--- src/rtl/frontend_mode_ctrl.sv ---
// ---------------------------------------------------------------------------
// frontend_mode_ctrl
//
// Sequencing/configuration controller for the TVP7002 capture frontend.
//  * Once per frame it compares the frontend's sync measurements with a
//    stored reference snapshot. The comparison is debounced into a
//    NOSYNC / ACQUIRE / LOCKED state.
//  * It raises a sticky mode-change interrupt whenever lock is gained or lost.
//  * The CPU stages three configuration words. This block applies all three
//    together at a frame boundary, so the frontend's timing regeneration
//    never sees a half-updated configuration.
//
// Ports
//   PCLK_i               sole clock
//   reset_i              synchronous reset, active-high
//   sync_active_i        frontend sync activity (already in PCLK_i domain)
//   frame_change_i       one-cycle pulse per frame
//   vtotal_i             measured lines per frame
//   pcnt_frame_i         measured ticks per frame
//   hsync_width_i        measured hsync width
//   interlace_flag_i     measured interlace flag
//   cfg_we_i             staging write strobe
//   cfg_sel_i            staging word select (0..2, 3 = ignored)
//   cfg_wdata_i          staging write data
//   commit_req_i         request to apply the staged words
//   irq_ack_i            clears irq_o
//   hv_in_config*_o      applied configuration words
//   commit_pending_o     commit requested but not yet applied
//   commit_done_o        one-cycle pulse when a commit is applied
//   state_o              0 = NOSYNC, 1 = ACQUIRE, 2 = LOCKED
//   locked_vtotal_o      vtotal captured at lock
//   locked_interlace_o   interlace flag captured at lock
//   irq_o                sticky mode-change interrupt
// ---------------------------------------------------------------------------
module frontend_mode_ctrl #(
    parameter int unsigned STABLE_FRAMES = 4,   // 1..15
    parameter int unsigned MISS_FRAMES   = 2,   // 1..15
    parameter int unsigned PCNT_TOL      = 64,
    parameter int unsigned HSW_TOL       = 2
) (
    input  logic        PCLK_i,
    input  logic        reset_i,
    input  logic        sync_active_i,
    input  logic        frame_change_i,
    input  logic [10:0] vtotal_i,
    input  logic [19:0] pcnt_frame_i,
    input  logic [7:0]  hsync_width_i,
    input  logic        interlace_flag_i,
    input  logic        cfg_we_i,
    input  logic [1:0]  cfg_sel_i,
    input  logic [31:0] cfg_wdata_i,
    input  logic        commit_req_i,
    input  logic        irq_ack_i,
    output logic [31:0] hv_in_config_o,
    output logic [31:0] hv_in_config2_o,
    output logic [31:0] hv_in_config3_o,
    output logic        commit_pending_o,
    output logic        commit_done_o,
    output logic [1:0]  state_o,
    output logic [10:0] locked_vtotal_o,
    output logic        locked_interlace_o,
    output logic        irq_o
);

    localparam logic [1:0] ST_NOSYNC  = 2'd0;
    localparam logic [1:0] ST_ACQUIRE = 2'd1;
    localparam logic [1:0] ST_LOCKED  = 2'd2;

    localparam logic [3:0]  STABLE_LAST = 4'(STABLE_FRAMES - 1);
    localparam logic [3:0]  MISS_LIMIT  = 4'(MISS_FRAMES);
    localparam logic [20:0] PCNT_TOL_W  = 21'(PCNT_TOL);
    localparam logic [8:0]  HSW_TOL_W   = 9'(HSW_TOL);

    // Lock FSM state and counters
    logic [1:0]  state;
    logic [3:0]  stable_cnt;
    logic [3:0]  miss_cnt;

    // Reference snapshot
    logic        snap_valid;
    logic [10:0] snap_vtotal;
    logic [19:0] snap_pcnt;
    logic [7:0]  snap_hsw;
    logic        snap_il;

    // Staged and applied configuration
    logic [31:0] staged_cfg [3];
    logic [31:0] applied_cfg [3];
    logic        pending;
    logic        done;

    logic [10:0] lock_vtotal;
    logic        lock_il;
    logic        irq;

    // Next-state signals
    logic [1:0]  state_nxt;
    logic [3:0]  stable_nxt;
    logic [3:0]  miss_nxt;
    logic        valid_nxt;
    logic        snap_load;
    logic        lock_capture;
    logic        irq_set;

    // Frame comparison
    logic [20:0] pcnt_diff;
    logic [20:0] pcnt_abs;
    logic [8:0]  hsw_diff;
    logic [8:0]  hsw_abs;
    logic        match;
    logic        frame_evt;
    logic        apply;

    // The differences are one bit wider than the operands, so the top bit is
    // the sign. The absolute value always fits in the unsigned result.
    always_comb begin
        pcnt_diff = {1'b0, pcnt_frame_i} - {1'b0, snap_pcnt};
        pcnt_abs  = pcnt_diff[20] ? (~pcnt_diff + 21'd1) : pcnt_diff;
        hsw_diff  = {1'b0, hsync_width_i} - {1'b0, snap_hsw};
        hsw_abs   = hsw_diff[8] ? (~hsw_diff + 9'd1) : hsw_diff;
        match     = (vtotal_i == snap_vtotal) &&
                    (interlace_flag_i == snap_il) &&
                    (pcnt_abs <= PCNT_TOL_W) &&
                    (hsw_abs <= HSW_TOL_W);
    end

    // When sync is lost, the frame event on the same cycle is ignored.
    assign frame_evt = frame_change_i & sync_active_i;

    // In NOSYNC no frame boundary will arrive, so the commit is applied
    // immediately. Otherwise it waits for the next frame event. Because
    // pending is registered, a request that arrives together with a frame
    // event waits for the following frame.
    assign apply = pending & ((state == ST_NOSYNC) | frame_evt);

    always_comb begin
        // NOTE: every signal assigned in this block gets a default first.
        // A signal left unassigned on some path would infer a latch.
        state_nxt    = state;
        stable_nxt   = stable_cnt;
        miss_nxt     = miss_cnt;
        valid_nxt    = snap_valid;
        snap_load    = 1'b0;
        lock_capture = 1'b0;
        irq_set      = 1'b0;

        case (state)
            ST_NOSYNC: begin
                stable_nxt = '0;
                miss_nxt   = '0;
                valid_nxt  = 1'b0;
                if (sync_active_i) state_nxt = ST_ACQUIRE;
            end

            ST_ACQUIRE: begin
                if (!sync_active_i) begin
                    state_nxt = ST_NOSYNC;
                end else if (frame_change_i) begin
                    if (!snap_valid) begin
                        snap_load  = 1'b1;
                        valid_nxt  = 1'b1;
                        stable_nxt = '0;
                    end else if (match) begin
                        if (stable_cnt == STABLE_LAST) begin
                            state_nxt    = ST_LOCKED;
                            irq_set      = 1'b1;
                            lock_capture = 1'b1;
                            stable_nxt   = '0;
                            miss_nxt     = '0;
                        end else begin
                            stable_nxt = stable_cnt + 4'd1;
                        end
                    end else begin
                        snap_load  = 1'b1;
                        stable_nxt = '0;
                    end
                end
            end

            ST_LOCKED: begin
                if (!sync_active_i) begin
                    state_nxt = ST_NOSYNC;
                    irq_set   = 1'b1;
                    miss_nxt  = '0;
                end else if (frame_change_i) begin
                    if (match) begin
                        miss_nxt = '0;
                    end else if (miss_cnt + 4'd1 == MISS_LIMIT) begin
                        // Lock is lost: start acquiring again from this frame.
                        state_nxt  = ST_ACQUIRE;
                        irq_set    = 1'b1;
                        snap_load  = 1'b1;
                        valid_nxt  = 1'b1;
                        stable_nxt = '0;
                        miss_nxt   = '0;
                    end else begin
                        miss_nxt = miss_cnt + 4'd1;
                    end
                end
            end

            default: begin
                state_nxt = ST_NOSYNC;
            end
        endcase
    end

    // NOTE: sequential state uses non-blocking assignments only. Then every
    // flop samples values from before the edge, in any evaluation order.
    always_ff @(posedge PCLK_i) begin
        if (reset_i) begin
            state        <= ST_NOSYNC;
            stable_cnt   <= '0;
            miss_cnt     <= '0;
            snap_valid   <= 1'b0;
            snap_vtotal  <= '0;
            snap_pcnt    <= '0;
            snap_hsw     <= '0;
            snap_il      <= 1'b0;
            lock_vtotal  <= '0;
            lock_il      <= 1'b0;
            irq          <= 1'b0;
            pending      <= 1'b0;
            done         <= 1'b0;
            for (int i = 0; i < 3; i++) begin
                staged_cfg[i]  <= '0;
                applied_cfg[i] <= '0;
            end
        end else begin
            state      <= state_nxt;
            stable_cnt <= stable_nxt;
            miss_cnt   <= miss_nxt;
            snap_valid <= valid_nxt;

            if (snap_load) begin
                snap_vtotal <= vtotal_i;
                snap_pcnt   <= pcnt_frame_i;
                snap_hsw    <= hsync_width_i;
                snap_il     <= interlace_flag_i;
            end

            if (lock_capture) begin
                lock_vtotal <= snap_vtotal;
                lock_il     <= snap_il;
            end

            // If a set and an acknowledge arrive on the same cycle, the set wins.
            irq <= irq_set | (irq & ~irq_ack_i);

            if (cfg_we_i && cfg_sel_i != 2'd3) begin
                staged_cfg[cfg_sel_i] <= cfg_wdata_i;
            end

            // The applied words read the staged registers as they were before
            // this edge. A write on the apply cycle therefore stays staged for
            // the next commit.
            if (apply) begin
                for (int i = 0; i < 3; i++) applied_cfg[i] <= staged_cfg[i];
            end
            done    <= apply;
            pending <= commit_req_i | (pending & ~apply);
        end
    end

    assign hv_in_config_o     = applied_cfg[0];
    assign hv_in_config2_o    = applied_cfg[1];
    assign hv_in_config3_o    = applied_cfg[2];
    assign commit_pending_o   = pending;
    assign commit_done_o      = done;
    assign state_o            = state;
    assign locked_vtotal_o    = lock_vtotal;
    assign locked_interlace_o = lock_il;
    assign irq_o              = irq;

endmodule

--- config.mk ---
export PLATFORM = sky130hd
export DESIGN_NAME = frontend_mode_ctrl
export DESIGN_NICKNAME = d
export VERILOG_FILES = /design/src/rtl/frontend_mode_ctrl.sv
export SDC_FILE = /design/constraint.sdc
export NUM_CORES = 1
export LEC_CHECK = 0
export ABC_AREA = 1
export ABC_CLOCK_PERIOD_IN_PS = 10550
export BUFFER_PORTS_ARGS = -buffer_cell sky130_fd_sc_hd__buf_2
export CAP_MARGIN = 5
export CORE_ASPECT_RATIO = 0.8
export CORE_MARGIN = 8
export CORE_UTILIZATION = 50
export DETAILED_ROUTE_END_ITERATION = 12
export GPL_TIMING_DRIVEN = 0
export PLACE_DENSITY = 0.78
export SYNTH_ARGS = -nofsm -noshare
export SYNTH_HDL_FRONTEND = slang
export SYNTH_SLANG_ARGS = --single-unit
--- constraint.sdc ---
create_clock -name PCLK_i -period 10.55 [get_ports PCLK_i]
set_input_delay 1.5825 -clock PCLK_i [delete_from_list [all_inputs] [get_ports PCLK_i]]
set_output_delay 1.5825 -clock PCLK_i [all_outputs]
set_load 0.02 [all_outputs]
Word level (Yosys, flattened, before mapping)
Memories as Yosys holds them, arrays and structs flattened.
Cells that the tools add are included.
W data, S select, Z words.
Word-level totals
  flip-flop bits (word level): 66
  bits of input ports: 81
  output and inout bits: 113
  RAM bits: 192
  memories kept: 2
Memory list
  applied_cfg: depth 3, width 32, rd ports 3, clocked after Yosys merged registers in 0, wr ports 3, RTL line 88  | logic [31:0] applied_cfg [3];
  staged_cfg: depth 3, width 32, rd ports 3, clocked after Yosys merged registers in 0, wr ports 3, RTL line 87  | logic [31:0] staged_cfg [3];
Cells by class
  bitwise logic cells: 14
  multiplexer cells: 71
  order comparisons: 2
  add/sub/neg operators: 6
  reduce and logical (&&, ||, !) cells: 10
  equality and inequality tests: 24
Operators by type and width (count)
  $mux W32: 4
  $mux W4: 18
  $reduce_or A32 Y1: 1
  $mux W1: 30
  $pmux W4 S3: 2
  $mux W2: 11
  $ne A2 B2 Y1 const B: 11
  $add A21 B1 Y21 const B: 1
  $le A21 B7 Y1 const B: 1
  $mux W21: 1
  $ne A3 B3 Y1 const B: 7
  $not A21 Y21: 1
  $sub A20 B20 Y21: 1
  $reduce_and A7 Y1: 2
  $eq A11 B11 Y1: 1
  $add A9 B1 Y9 const B: 1
  $le A9 B2 Y1 const B: 1
  $mux W9: 1
  $not A9 Y9: 1
  $sub A8 B8 Y9: 1
  $add A4 B1 Y4 const B: 2
  $eq A4 B2 Y1 const B: 2
  $reduce_and A8 Y1: 1
  $or A1 B1 Y1: 6
  other kinds (11): 19

Logic depth before layout (Yosys ltp)
Gate-level depths: netlist of run 1.
  word-level depth: 13
  gate-level depth with buffers: 29
  depth with buffers taken out: 28

Worst setup path after synthesis of run 1
Ideal clock, no wire load.
  path kind: input to register
  from: input reset_i
  to: memory applied_cfg[0][0], enable pin
  setup slack: 5.756 ns
  library setup time: 0.458 ns
  cell stages on the path: 4
  arrival time: 4.336 ns
  cells stage by stage: clkbuf_1 clkinv_1 clkbuf_1 nand2_1
RTL lines
  start: declaration: RTL line 42  | input logic reset_i,
  end: declaration: RTL line 88

Worst setup path in the final report of run 1
  from: input pcnt_frame_i[0]
  to: register snap_hsw[3]
Between the ends
  cells in the longest elaborated chain, start to end: 12
  elaborated cells between the ends (all ways): 15
  those cells by class: 2 x add/sub; 1 x order compare; 9 x mux; 1 x bitwise; 2 x reduce/logical
Ends and longest elaborated chain
  start: declaration: RTL line 46  | input logic [19:0] pcnt_frame_i,
  $sub A20 B20 Y21 (*): RTL line 117  | pcnt_diff = {1'b0, pcnt_frame_i} - {1'b0, snap_pcnt};
  $not A21 Y21: RTL line 118  | pcnt_abs = pcnt_diff[20] ? (~pcnt_diff + 21'd1) : pcnt_diff;
  $add A21 B1 Y21: RTL line 118
  $mux W21 (*): RTL line 118
  $le A21 B7 Y1 (*): RTL line 123  | (pcnt_abs <= PCNT_TOL_W) &&
  $logic_and A1 B1 Y1 (*): RTL line 122  | (interlace_flag_i == snap_il) &&
  $logic_and A1 B1 Y1 (*): RTL line 123
  $mux W1: RTL line 163  | end else if (match) begin
  $mux W1: RTL line 159  | if (!snap_valid) begin
  $mux W1: RTL line 158  | end else if (frame_change_i) begin
  $mux W1: RTL line 156  | if (!sync_active_i) begin
  $pmux W1 S2 (*): RTL line 147  | case (state)
  end signal: assignment: RTL line 238  | snap_hsw <= hsync_width_i;
  end: declaration: RTL line 83  | logic [7:0] snap_hsw;
Mark *: on every way between the ends. The rest lies on a longest branch, timed or not.
A chain may end at the register's enable or synchronous reset.

==> results.cfg, run 1 <==
[critical_path]
r2r_end = snap_hsw[3]
cp.arrival_ns = 5.05
end_kind = flip-flop
crit_required_ns = 10.98
r2r_start = snap_pcnt[0]
crit_type = in -> reg
worst_r2r_path_depth = 25
start_kind = input pin
worstPathMaxFanout = 10
rrSetupSlack_ns = 6.79

[timing]
clock_skew_ns = 0.0184
fin_tns_setup_ns = 0
hold_violations = 0
finalSetupViolations = 0
tightest_slew_ns = 0.874
fin_hold_ws_ns = 0.471
max-slew-margin-rel = 0.416
period_needed_ns = 4.62
fin_crit_sh = 0.438
fmax_ghz = 0.217
rsz0062_at_grt = false
slew_viol_final = 0

[synthesis]
ys_types = 44
syn_nets = 1765
synthesis.instances = 1646
synth_seq_area_share = 0.524
synth.cell_area_um2 = 13500
synth_seq_cells = 258
synth_edf_count = 192
synth_top_flop_cell = edfxtp_1
avgSynthCellArea_um2 = 8.22
yosysWarnings = 0
ys_async_sr_fraction = 0

[global_route]
grt_remaining_overflow = 0
grt_max_degree = 52
grt_pass1_vias = 10500
antenna_found_initial = 1
grt_use_total = 0.192
grt_pass1_wl_um = 51000

[clock_network]
cts_tree = built
clkLatencyLatePin_ns = 0.54
clk_pin_slew_ns = 0.06
clockBufferDepth = 3
numCtsBuffers = 27
clock_sinks = 258
cts_root_buffer = clkbuf_16
cts_hold_buf = 0
cts_setup_buffers = 0
post_cts_resized = 0
htreeDepth = 1

[routing]
num_vias = 11000
ant_nets = 0
detailedRoute.firstIterationViolations = 857
firstDrtPassIters = 5
viasPerCell = 4.87
wl_um = 32000
drc = 0
routedWlPerCell_um = 14.2

[pwr]
p_sw_frac = 0.377
cellPowerDensity_nw_per_um2 = 228
seq_power_share = 0.370
comb_power_share = 0.367
p_int_mw = 2.25
pwr-share-clk = 0.263
ir_drop_v = 0.000133
leakage_nw = 7.81
p_sw_mw = 1.36
total_power_mw = 3.61

[finish]
area_growth_pct = 17.3
mostFrequentLayoutCells = nand2_1 (330), nor2_1 (320), inv_1 (304)
diodes = 0
final_common_cell = nand2_1
drive_above_1_share = 0.191
finalInstanceArea_um2 = 15900
final_nets = 1986

[floorplan]
pin_count = 194
dieWidth_um = 200
num_rows = 54
fp.coreArea_um2 = 27000
die_h_um = 163
start_util = 0.502
die_area_um2 = 32600

[placement]
port_buffers = 191
placed_area_um2 = 15000
gp_congestion = 0.902
dp_hpwl_um = 24300

[worst_hold_path]
hold-path-endpoint = irq_o
worstHoldPathType = reg -> reg
hp-start = irq_o
holdPathStages = 2

[job]
maxCapViolCount = 0

[run_status]
status = finished, final reports clean
[worst max-delay path by stage]
stage,end,startpoint,slack [ns]
floorplan,applied_cfg[0][0],reset_i,5.76
global placement,applied_cfg[0][19],reset_i,4.40
detailed placement,snap_hsw[3],pcnt_frame_i[0],5.42
CTS,snap_hsw[3],pcnt_frame_i[0],5.96
global route,snap_hsw[4],pcnt_frame_i[0],5.57
finish,snap_hsw[3],pcnt_frame_i[0],5.93
[synth_stat cells (8+ instances only)]
cell type	number	area, µm²
o21ai_0	25	125
nand4_1	18	113
dfxtp_1	66	1320
ha_1	36	450
xor2_1	8	70.1
inv_1	304	1140
nor2_2	48	300
a21oi_1	30	150
inv_2	9	33.8
nand3_1	123	616
nand2_1	334	1250
edfxtp_1	192	5770
nor2_1	320	1200
xnor2_1	13	114
nand2_2	15	93.8
clkbuf_1	26	97.6
[kinds of logic after synthesis]
group                    after synthesis  synth area share
XOR/XNOR                              21            0.0136
flip-flops                           258             0.524
AND/OR/NAND/NOR                      895             0.289
adder cells (fa/ha/maj)               38            0.0362
AO/OA/AOI/OAI                         71            0.0291
buffers and inverters                363             0.108
[sequential cells by signal (all words and copies together), names as in the netlist]
register and count:
snap_hsw 8, applied_cfg 96, locked_interlace_o 1, commit_done_o 1, snap_valid 1, state_o 2, commit_pending_o 1, snap_pcnt 20
snap_vtotal 11, staged_cfg 96, irq_o 1, stable_cnt 4, miss_cnt 4, snap_il 1, locked_vtotal_o 11
[layout make-up]
type | instances | area [µm²]
clock buffer | 31 | 691
timing repair buffer | 192 | 983
inverter | 317 | 1190
multi-input combinational | 1025 | 4990
fill | 2347 | 11100
tap | 364 | 455
buffer | 46 | 274
sequential | 258 | 7090
clock inverter | 18 | 198
[power by group through the flow]
stage | combinational, mW | clock, mW | sequential, mW
2_1_floorplan | 0.924 | 0 | 1.42
3_3_place_gp | 1.27 | 0 | 1.36
3_5_place_dp | 1.31 | 0 | 1.36
4_1_cts | 1.32 | 0.964 | 1.34
5_1_grt | 1.49 | 1.00 | 1.35
6_report | 1.33 | 0.950 | 1.34
[critical path, cell delays in order]
cell     delay (ns)
buf_2          0.07
inv_1          0.05
ha_1           0.22
fa_1           0.40
inv_1          0.16
nand3_1        0.15
nand2_2        0.15
nand2_1        0.06
nand2_1        0.08
nand3_1        0.08
nor2_2         0.15
nand2_1        0.13
nor2_2         0.15
nand3_1        0.10
nand2_1        0.12
nand3_1        0.08
nand2_1        0.13
inv_2          0.05
nand3_2        0.07
nor2_4         0.05
nand2_4        0.09
nand2_4        0.08
a21oi_2        0.31
buf_2          0.29
nand3_1        0.11
nand2_1        0.08
nor2_1         0.05
[metal layers]
layer	track usage	share of wire
met1	0.259	0.44
met2	0.323	0.46
met5	0	0.00041
met4	0.0451	0.020
met3	0.0309	0.076
[through the flow]
step                      utilization  std cells  setup WS, ns
after floorplan                     -       1646          5.76
after global placement          0.554       2201          4.40
after detailed placement        0.556       2202          5.42
after CTS                       0.589       2251          5.96
after global routing            0.589       2251          5.57
final                           0.589       2251          5.93
(Power assumes the default switching activity.)
==> run 2: changes to the inputs <==
--- a/config.mk
+++ b/config.mk
@@ -6,7 +6,7 @@
 export NUM_CORES = 1
 export LEC_CHECK = 0
 export ABC_AREA = 1
-export ABC_CLOCK_PERIOD_IN_PS = 10550
+export ABC_CLOCK_PERIOD_IN_PS = 4140
 export BUFFER_PORTS_ARGS = -buffer_cell sky130_fd_sc_hd__buf_2
 export CAP_MARGIN = 5
 export CORE_ASPECT_RATIO = 0.8
@@ -14,7 +14,7 @@
 export CORE_UTILIZATION = 50
 export DETAILED_ROUTE_END_ITERATION = 12
 export GPL_TIMING_DRIVEN = 0
-export PLACE_DENSITY = 0.78
+export PLACE_DENSITY = 0.81
 export SYNTH_ARGS = -nofsm -noshare
 export SYNTH_HDL_FRONTEND = slang
 export SYNTH_SLANG_ARGS = --single-unit
==> constraint.sdc (replaced) <==
create_clock -name PCLK_i -period 4.14 [get_ports PCLK_i]
set_input_delay 0.621 -clock PCLK_i [delete_from_list [all_inputs] [get_ports PCLK_i]]
set_output_delay 0.621 -clock PCLK_i [all_outputs]
set_load 0.02 [all_outputs]
==> run 2 against run 1 <==
Against the previous run:
- via count is 1.8% higher
- utilization is 0.38 points higher
- sequential share of layout area is 0.29 points lower
- clock skew is 0.0048 ns lower
- final area is 0.65% higher
- total power grew to 2.6 times the previous value
- combinational power grew to 2.6 times the previous value
- critical path type is now reg -> reg
- largest cell class unchanged
==> results.cfg, run 2 (same netlist as run 1, synthesis figures left out) <==
[floorplan]
die_h_um = 163
pin_count = 194
die_area_um2 = 32600
start_util = 0.502
fp.coreArea_um2 = 27000
dieWidth_um = 200
num_rows = 54

[run_status]
status = finished, final reports clean

[global_route]
grt_use_total = 0.200
grt_max_degree = 52
grt_remaining_overflow = 0
grt_pass1_vias = 10800
antenna_found_initial = 2
grt_pass1_wl_um = 52900

[routing]
routedWlPerCell_um = 14.8
firstDrtPassIters = 5
viasPerCell = 4.94
num_vias = 11200
wl_um = 33500
detailedRoute.firstIterationViolations = 818
ant_nets = 0
drc = 0

[clock_network]
clk_pin_slew_ns = 0.07
cts_tree = built
clkLatencyLatePin_ns = 0.54
htreeDepth = 1
clock_sinks = 258
clockBufferDepth = 3
cts_hold_buf = 0
cts_root_buffer = clkbuf_16
numCtsBuffers = 27

[timing]
fin_crit_sh = 0.905
period_needed_ns = 3.75
timing.final.ws_setup_ns = 0.392
clock_skew_ns = 0.0136
tightest_slew_ns = 0.922
fin_tns_setup_ns = 0
fmax_ghz = 0.267
max-slew-margin-rel = 0.384
slew_viol_final = 0
finalSetupViolations = 0
fin_hold_ws_ns = 0.350
hold_violations = 0

[placement]
dpl.cell_count = 2205
gp_congestion = 0.876
dp_hpwl_um = 25300
port_buffers = 191
post-place-ws_ns = -0.0862

[critical_path]
start_kind = flip-flop
cp.arrival_ns = 4.18
slowest_delay_ns = 0.39
crit_slowest_cell = fa_1
cp_common_cell = nand2_1
worstPathMaxFanout = 10
end_kind = flip-flop
crit_required_ns = 4.57
crit_type = reg -> reg

[pwr]
leakage_nw = 7.85
cellPowerDensity_nw_per_um2 = 579
p_sw_mw = 3.53
seq_power_share = 0.369
pwr-share-clk = 0.262
p_int_mw = 5.71
ir_drop_v = 0.000424
comb_power_share = 0.370
p_sw_frac = 0.382

[finish]
final_nets = 1990
area_growth_pct = 18.1
largestRegisters = applied_cfg (96), staged_cfg (96), snap_pcnt (20)
finalNonFillerCells = 2258
mostFrequentLayoutCells = nand2_1 (333), nor2_1 (320), inv_1 (304)
final_common_cell = nand2_1
drive_above_1_share = 0.192

[job]
maxCapViolCount = 0

[worst_hold_path]
worstHoldPathType = in -> reg
run 2: changes by cell type in the layout (fill, tap and decap cells not counted), moves of 2 or more:
cell        previous run  this run
buf_16                 1         4
clkbuf_1              30        28
clkinv_2               7         3
clkinv_4               0         3
clkinvlp_4             1         3
diode_2                0         2
nand2_1              330       333
nand2_2               18        15
run 2: metrics by stage:
step	power [mW]	cell area, µm²	util
6_report	9.25	16000	0.593
5_1_grt	9.82	16000	0.593
4_1_cts	9.25	16000	0.592
3_5_place_dp	6.82	15100	0.559
3_3_place_gp	6.70	14900	0.554
2_1_floorplan	5.97	13500	-
run 2: what timing repair did:
item                                   4_1_cts  5_1_grt
resized for setup                            0        4
setup endpoints to repair                    0       45
endpoints found under the hold margin        0        0
buffers inserted                             0        1
run 2: final cells by class:
class / count / area [µm²]
Fill cell: 2303 / 11000
Antenna cell: 2 / 5.00
Timing Repair Buffer: 196 / 1070
Buffer: 46 / 275
Clock buffer: 31 / 701
Tap cell: 364 / 455
Multi-Input combinational cell: 1025 / 5000
Clock inverter: 19 / 190
Inverter: 317 / 1190
Sequential cell: 258 / 7090
run 2: power groups by stage:
stage	logic, mW	clock network, mW	registers [mW]
3_5_place_dp	3.37	0	3.46
2_1_floorplan	2.36	0	3.62
6_report	3.42	2.42	3.41
3_3_place_gp	3.24	0	3.46
5_1_grt	3.82	2.54	3.45
4_1_cts	3.39	2.45	3.41
run 2: final timing paths:
check                          start                 end  slack, ns  cells after the start
setup reg to reg        snap_pcnt[0]      snap_vtotal[2]       0.39                     25
hold / removal             irq_ack_i               irq_o       0.35                      4
hold reg to reg   locked_vtotal_o[9]  locked_vtotal_o[9]       0.49                      2
setup / recovery        snap_pcnt[0]      snap_vtotal[2]       0.39                     25
run 2: layer usage:
layer	part of all wire	GRT usage	wire, µm	vias to the layer above
met4	0.029	0.0644	969	0
met2	0.48	0.344	16000	409
met5	0	0	0	-
met3	0.077	0.0346	2590	64
li1	-	-	-	5558
met1	0.42	0.252	13900	5128
run 2: worst max-delay path: cells and delay by family (launching register included):
family	cells	cell delay [ns]
simple gates	20	2.02
fa+ha+maj	2	0.60
buf+inv	2	0.44
flops	1	0.33
compound gates	1	0.25
==> run 3: changes to the inputs <==
--- a/config.mk
+++ b/config.mk
@@ -10,7 +10,7 @@
 export BUFFER_PORTS_ARGS = -buffer_cell sky130_fd_sc_hd__buf_2
 export CAP_MARGIN = 5
 export CORE_ASPECT_RATIO = 0.8
-export CORE_MARGIN = 8
+export CORE_MARGIN = 5
 export CORE_UTILIZATION = 50
 export DETAILED_ROUTE_END_ITERATION = 12
 export GPL_TIMING_DRIVEN = 0
==> constraint.sdc (replaced) <==
create_clock -name PCLK_i -period 4.14 [get_ports PCLK_i]
set_input_delay 0.828 -clock PCLK_i [delete_from_list [all_inputs] [get_ports PCLK_i]]
set_output_delay 0.828 -clock PCLK_i [all_outputs]
set_load 0.02 [all_outputs]
==> run 3 against run 2 <==
Against the previous run:
- die area is 6.6% lower
- worst hold slack gained 0.12 ns
- fmax shrank 2.8%
- final area shrank 0.49%
- worst setup slack worse by 0.11 ns
- critical path type is now in -> reg
- highest routed layer is now met5
==> results.cfg, run 3 (same netlist as run 1, synthesis figures left out) <==
[pwr]
comb_power_share = 0.372
seq_power_share = 0.371
ir_drop_v = 0.000412
p_sw_frac = 0.380
leakage_nw = 7.81
pwr-share-clk = 0.257
p_sw_mw = 3.49
p_int_mw = 5.69
cellPowerDensity_nw_per_um2 = 577

[routing]
detailedRoute.firstIterationViolations = 930
routedWlPerCell_um = 14.2
firstDrtPassIters = 6
viasPerCell = 4.92
ant_nets = 0
num_vias = 11100
wl_um = 31900
drc = 0

[finish]
fill_cells = 2223
drive_above_1_share = 0.189
largestRegisters = applied_cfg (96), staged_cfg (96), snap_pcnt (20)
final_nets = 1988
area_growth_pct = 17.5
mostFrequentLayoutCells = nand2_1 (332), nor2_1 (320), inv_1 (304)
final_common_cell = nand2_1

[clock_network]
cts_tree = built
clk_pin_slew_ns = 0.06
htreeDepth = 1
clock_sinks = 258
cts_root_buffer = clkbuf_16
numCtsBuffers = 27
clockBufferDepth = 3
clkLatencyLatePin_ns = 0.54

[timing]
fmax_ghz = 0.259
finalSetupViolations = 0
period_needed_ns = 3.86
slew_viol_final = 0
clock_skew_ns = 0.0121
max-slew-margin-rel = 0.371
rsz0062_at_grt = true
fin_crit_sh = 0.931
fin_tns_setup_ns = 0
hold_violations = 0
tightest_slew_ns = 0.942
timing.final.ws_setup_ns = 0.284

[global_route]
grt_pass1_wl_um = 51200
antenna_found_initial = 2
grt_max_degree = 51
grt_pass1_vias = 10500
grt_use_total = 0.204
grt_remaining_overflow = 0

[critical_path]
cp_top_family = simple AND/OR/NAND/NOR gates
start_kind = input pin
crit_slowest_cell = fa_1
slowest_delay_ns = 0.40
worstPathMaxFanout = 10
cp_common_cell = nand2_1
worst-path-buf-inv = 4
end_kind = flip-flop
crit_required_ns = 4.56
cp.arrival_ns = 4.28
crit_type = in -> reg

[floorplan]
num_rows = 53
fp.coreArea_um2 = 26500
die_area_um2 = 30500
pin_count = 194
die_h_um = 157
start_util = 0.511
dieWidth_um = 194

[job]
maxCapViolCount = 0

[placement]
gp_congestion = 0.891
post-place-ws_ns = -0.263
dp_hpwl_um = 24400
port_buffers = 191

[run_status]
status = finished, final reports clean

[worst_hold_path]
worstHoldPathType = reg -> reg
-- run 3: cell count changes in the layout (fill, tap and decap cells not counted), sizes merged --
cell / before / now
diode: 2 / 1
clkinvlp: 3 / 2
clkbuf: 57 / 59
inv: 319 / 318
clkinv: 12 / 13
buf: 216 / 213
-- run 3: final cells by class --
type                    instances  area [µm²]  area share
diodes                          1        2.50    0.000157
plain buffers                  46         278      0.0175
clock buffers                  32         694      0.0437
clock inverters                18         175      0.0110
inverters                     317        1190      0.0750
multi-input cells            1025        5000       0.314
flip-flops and latches        258        7090       0.446
well taps                     357         447      0.0281
repair buffers                194        1030      0.0645
-- run 3: power by group through the flow --
stage | Sequential (mW) | Clock, mW | Combinational (mW)
finish | 3.41 | 2.36 | 3.41
global route | 3.44 | 2.51 | 3.85
CTS | 3.41 | 2.38 | 3.38
detailed placement | 3.46 | 0 | 3.36
global placement | 3.46 | 0 | 3.24
floorplan | 3.62 | 0 | 2.36
-- run 3: what timing repair did --
action / 4_1_cts / 5_1_grt
buffers inserted: 0 / 0
gates resized for setup: 0 / 4
hold buffers: 0 / 0
endpoints found under the setup margin: 0 / 47
-- run 3: per-layer routing --
metal | GRT usage | routed length, µm | part of all wire | up-vias
li1 | - | - | - | 5559
met1 | 0.284 | 14200 | 0.44 | 5041
met2 | 0.332 | 14500 | 0.45 | 393
met3 | 0.0379 | 2410 | 0.075 | 62
met4 | 0.0539 | 836 | 0.026 | 2
met5 | 0 | 11 | 0.00034 | -
-- run 3: final timing paths --
path                                 startpoint                   to  slack, ns  cells after the start
worst min-delay path                      irq_o                irq_o       0.47                      2
worst min register to register            irq_o                irq_o       0.47                      2
worst max-delay path            pcnt_frame_i[0]  locked_vtotal_o[10]       0.28                     25
worst max register to register     snap_pcnt[0]  locked_vtotal_o[10]       0.40                     23
-- run 3: tightest hold or removal path, delay by kind of cell (launching register included) --
kind               cells  cell delay [ns]
AOI/OAI and AO/OA      1             0.05
DFF                    1             0.31
and+or+nand+nor        1             0.06
-- run 3: through the flow --
step / total power [mW] / hold WS [ns] / instances / util / area, µm²
2_1_floorplan: 5.97 / 0.466 / 1646 / - / 13500
3_3_place_gp: 6.70 / 0.456 / 2194 / 0.564 / 14900
3_5_place_dp: 6.81 / 0.456 / 2197 / 0.567 / 15000
4_1_cts: 9.17 / 0.466 / 2247 / 0.600 / 15900
5_1_grt: 9.80 / 0.507 / 2248 / 0.601 / 15900
6_report: 9.18 / 0.468 / 2248 / 0.601 / 15900
